==> config.mk <==
export PLATFORM = sky130hd
export DESIGN_NAME = pc_sequencer
export DESIGN_NICKNAME = d
export VERILOG_FILES = /design/src/rtl/pc_sequencer.sv
export SDC_FILE = /design/constraint.sdc
export NUM_CORES = 1
export LEC_CHECK = 0
export ABC_AREA = 1
export CAP_MARGIN = 20
export CORE_AREA = 5 5 93 95
export DETAILED_ROUTE_END_ITERATION = 10
export DIE_AREA = 0 0 98 100
export HOLD_SLACK_MARGIN = 0.03
export PLACE_DENSITY = 0.8
export SETUP_SLACK_MARGIN = 0.4
export SLEW_MARGIN = 20
export SYNTH_ARGS = -nofsm -noshare
export SYNTH_HDL_FRONTEND = slang
export SYNTH_SLANG_ARGS = --single-unit
export TNS_END_PERCENT = 20
==> constraint.sdc <==
create_clock -name clk -period 2.2 [get_ports clk]
set_clock_uncertainty 0.15 [all_clocks]
set_input_delay 0.55 -clock clk [delete_from_list [all_inputs] [get_ports clk]]
set_output_delay 0.55 -clock clk [all_outputs]
set_load 0.05 [all_outputs]
==> src/rtl/pc_sequencer.sv <==
// Multi-cycle fetch/decode/execute/update sequencer that owns the program counter.
// Optional fetch-wait timeout is enabled with `define PC_SEQ_FETCH_TIMEOUT_EN.
module pc_sequencer #(
    parameter int          PC_W    = 9,
    parameter logic [5:0]  HALT_OP = 6'd63,
    parameter int          TIMEOUT = 16
) (
    input  logic            clk,
    input  logic            rst,
    input  logic            start,
    input  logic [31:0]     inst_data,
    input  logic            inst_valid,
    input  logic [31:0]     reg_1,
    input  logic [31:0]     reg_2,
    output logic [PC_W-1:0] pc,
    output logic [31:0]     inst_reg,
    output logic            imem_rd,
    output logic            rf_rd,
    output logic            rf_wr,
    output logic            branch_taken,
    output logic            busy,
    output logic            halted,
    output logic            fetch_err
);

    typedef enum logic [2:0] {
        IDLE,
        FETCH,
        DECODE,
        EXEC,
        UPDATE,
        HALT
    } state_t;

    state_t     state, state_nx;
    logic       taken_q;
    logic       taken;
    logic       timeout_hit;
    logic [5:0] op;

    // Elaboration-time sanity checks on the configuration.
    if (TIMEOUT < 1) begin : g_timeout_check
        $error("pc_sequencer: TIMEOUT must be at least 1");
    end
    if (PC_W < 1 || PC_W > 16) begin : g_pcw_check
        $error("pc_sequencer: PC_W must be in 1..16");
    end

    assign op = inst_reg[31:26];

`ifdef PC_SEQ_FETCH_TIMEOUT_EN
    localparam int CNT_W = $clog2(TIMEOUT + 1);
    localparam logic [CNT_W-1:0] CNT_MAX = CNT_W'(TIMEOUT - 1);

    logic [CNT_W-1:0] wait_cnt;
    logic             err_q;

    assign timeout_hit = (state == FETCH) && !inst_valid && (wait_cnt == CNT_MAX);
    assign fetch_err   = err_q;

    // Counter is zero whenever FETCH is entered, so it only counts consecutive waits.
    always_ff @(posedge clk or posedge rst) begin
        if (rst) begin
            wait_cnt <= '0;
            err_q    <= 1'b0;
        end else begin
            if (state == FETCH && !inst_valid && !timeout_hit)
                wait_cnt <= wait_cnt + 1'b1;
            else
                wait_cnt <= '0;
            if (timeout_hit)
                err_q <= 1'b1;
        end
    end
`else
    assign timeout_hit = 1'b0;
    assign fetch_err   = 1'b0;
`endif

    always_comb begin
        taken = 1'b0;
        unique case (op)
            6'd15:   taken = (reg_1 == reg_2);
            6'd16:   taken = (reg_1 != reg_2);
            6'd17:   taken = (reg_1 >  reg_2);
            6'd18:   taken = (reg_1 >= reg_2);
            6'd19:   taken = (reg_1 <  reg_2);
            6'd20:   taken = (reg_1 <= reg_2);
            default: taken = 1'b0;
        endcase
    end

    always_comb begin
        state_nx = state;
        unique case (state)
            IDLE:    if (start) state_nx = FETCH;
            FETCH: begin
                if (inst_valid)
                    state_nx = DECODE;
                else if (timeout_hit)
                    state_nx = HALT;
            end
            DECODE:  state_nx = (op == HALT_OP) ? HALT : EXEC;
            EXEC:    state_nx = UPDATE;
            UPDATE:  state_nx = FETCH;
            HALT:    state_nx = HALT;
            default: state_nx = IDLE;
        endcase
    end

    always_ff @(posedge clk or posedge rst) begin
        if (rst) begin
            state    <= IDLE;
            pc       <= '0;
            inst_reg <= '0;
            taken_q  <= 1'b0;
        end else begin
            state <= state_nx;
            if (state == FETCH && inst_valid)
                inst_reg <= inst_data;
            if (state == EXEC)
                taken_q <= taken;
            if (state == IDLE)
                pc <= '0;
            else if (state == UPDATE)
                pc <= taken_q ? inst_reg[PC_W-1:0] : pc + 1'b1;
        end
    end

    assign imem_rd      = (state == FETCH);
    assign rf_rd        = (state == DECODE);
    assign rf_wr        = (state == EXEC) && (op >= 6'd1) && (op <= 6'd14);
    assign branch_taken = (state == UPDATE) && taken_q;
    assign busy         = (state != IDLE) && (state != HALT);
    assign halted       = (state == HALT);

endmodule

==> impl_metrics.csv <==
group,metric,value,unit
synth,synthTopCellsByCount,"inv_1, nand2_1, dfrtp_1",
clock_network,cts_made_buffers,5,
status,status,"complete, no violations",
power_and_ir_drop,peakVddDrop,0.000961,V
clock_network,cts_tree,"done",
job,drv_cap,0,
global_routing,gr-usage-met3,3.82,%
timing,rsz0062_at_grt,"true",
synth,synth_seq_cells,45,
clock_network,htree_levels,2,
timing,setup_viol,0,
power_and_ir_drop,cellPowerDensity,1120,nW/µm²
placement,dp_cells,599,
timing,slew_headroom,58.1,%
synth,synth.area.top_cells,"dfrtp_1, ha_1, mux2_4",
die,core,7650,µm²
timing,hold_violations,0,
synth,synth-seq-area-share,36.0,%
global_routing,met2_usage,37.7,%
global_routing,grt_use_met1,20.9,%
cells_and_area,seqCellArea,1140,µm²
clock_network,cts_root_buffer,"clkbuf_8",
setup_path,crit_slowest_cell,"dfrtp_1",
placement,gp_congestion,0.856,
setup_path,crit_path_end_kind,"output pin",
drt,route.detailed.drc,0,
placement,dp_hpwl,7280,µm
synth,syn_inst,349,
die,io_pins,148,
synth,synth.top_cell.area_share,36.0,%
synth,synth_flop_cell,"dfrtp_1",
drt,wl_per_cell,15.5,µm
synth,yosysWarnings,0,
setup_path,path_delay_family,"simple AND/OR/NAND/NOR gates",
power_and_ir_drop,power,5.90,mW
synth,async_flop_share,100,%
placement,placed_area,4720,µm²
drt,vias_per_cell,4.81,
cells_and_area,fin_nets,647,
global_routing,grt_max_degree,36,
clock_network,clk_pin_slew_worst_paths,80,ps
cells_and_area,largest_register_ffs,32,
setup_path,critical-path-max-stage-delay,390,ps
global_routing,gr-total-overflow,0,
worst_hold_path,holdCritPathClass,"reg2reg",
cells_and_area,synthToLayoutAreaGrowth,69.0,%
cells_and_area,design_area,5290,µm²
drt,first_pass_iters,4,
placement,portBuffers,146,
synth,ys_types,33,
clock_network,clkLatencyLatePin,290,ps
setup_path,cp_max_fo,3,
cells_and_area,multi_input_area,2130,µm²
setup_path,cpMostUsedCell,"inv_2",
timing,finalCritPeriodShare,99.4,%
global_routing,track_usage,19.3,%
timing,worstMarginPinSlew,624,ps
setup_path,path_cells,"inv_2, nor2_2, inv_2, nor2_4, inv_2, nor4_4, buf_12",
synth,synth_area,3130,µm²
power_and_ir_drop,power.leakage,2.65,nW
die,fp.dieW,98,µm
synth,synth_edf_count,0,
timing,tns,0,ps
setup_path,startpoint_type,"register",
die,chipHeight,100,µm
global_routing,grt.busiest_layer,"met2",
cells_and_area,fin_cells,618,
clock_network,clk_path_buf_depth,2,
drt,first_iter_violations,123,
setup_path,path_buf_inv,4,
cells_and_area,fillers,571,
drt,ant_nets,0,
drt,routed_wl,9550,µm
global_routing,grt_antenna_before_repair,1,
cells_and_area,drive_gt1_share,40.6,%
synth,yosysTopAreaCell,"dfrtp_1",
setup_path,arrival,1490,ps
setup_path,path_class,"reg2out",
setup_path,required,1500,ps
global_routing,grt_pass1_wl,15500,µm
clock_network,cts_sinks,45,
timing,slew_viol_final,0,
synth,syn_avg_cell_area,8.96,µm²
drt,num_vias,2973,
global_routing,grt_pass1_vias,3191,
timing,fmax,457,MHz
die,initial_utilization,40.9,%
timing,period_needed,2190,ps
synth,syn_nets,482,
clock_network,holdBufCountCts,0,
die,fp-row-count,32,
die,die-area,9800,µm²
final timing paths:
check	startpoint	endpoint	slack [ps]	depth (start not counted)
max in group asynchronous	rst	inst_reg[17]	970	3
worst min register to register	inst_reg[23]	inst_reg[23]	350	1
min in group asynchronous	rst	inst_reg[22]	410	2
worst max register to register	pc[0]	pc[8]	380	12
worst max-delay path	state[1]	rf_wr	10	7
worst min-delay path	inst_reg[23]	inst_reg[23]	350	1
routing by layer:
metal	part of all wire, %	up-vias
li1	-	1467
met1	37	1396
met2	55	92
met3	4.5	18
met4	2.8	0
met5	0	-
power by group:
group	internal [mW]	switching, mW	total, mW
clock	0.255	0.280	0.535
combinational	1.53	2.32	3.85
sequential	1.20	0.312	1.51
cell usage in the layout (no fill, tap or decap), types with 9 or more instances in the layout:
master and n:
mux2_4 24, nor2_4 14, dlygate4sd2_1 43, buf_4 56
dfrtp_1 36, ha_4 21, a21oi_1 17, nand2_1 42
nor2_1 21, dfrtp_2 9, inv_2 35, inv_1 30
ha_1 11, dlymetal6s2s_1 14, nand3_1 9, nand2_2 9
clkdlybuf4s50_1 42
logic make-up after synthesis:
group           share of synthesized area, %
compound gates                          8.56
xor+xnor                               0.280
fa+ha+maj                               13.2
buf+inv                                 9.48
flops                                   36.0
mux                                     13.3
other cells                            0.120
simple gates                            19.0
final cells by class:
class                      count  area share [%]
antenna                        1          0.0473
clock buffer                   6            1.56
clock inverter                 2           0.260
inverter                      68            4.92
multi-input combinational    232            40.3
sequential                    45            21.5
tap                          102            2.41
timing repair buffer         162            29.0
through the flow:
step / setup WS, ps / util [%] / hold slack [ps]
finish: 12.2 / 69.1 / 351
CTS: 19.4 / 67.3 / 358
global placement: -405 / 61.8 / 332
detailed placement: -478 / 61.8 / 333
floorplan: 54.5 / - / 425
global route: -28.5 / 69.1 / 373
timing repair:
action,in CTS,in global routing
pin swaps,48,27
endpoints found under the setup margin,8,28
gates resized for setup,103,41
endpoints found under the hold margin,0,0
buffers inserted,9,1
(Power assumes the default switching activity.)
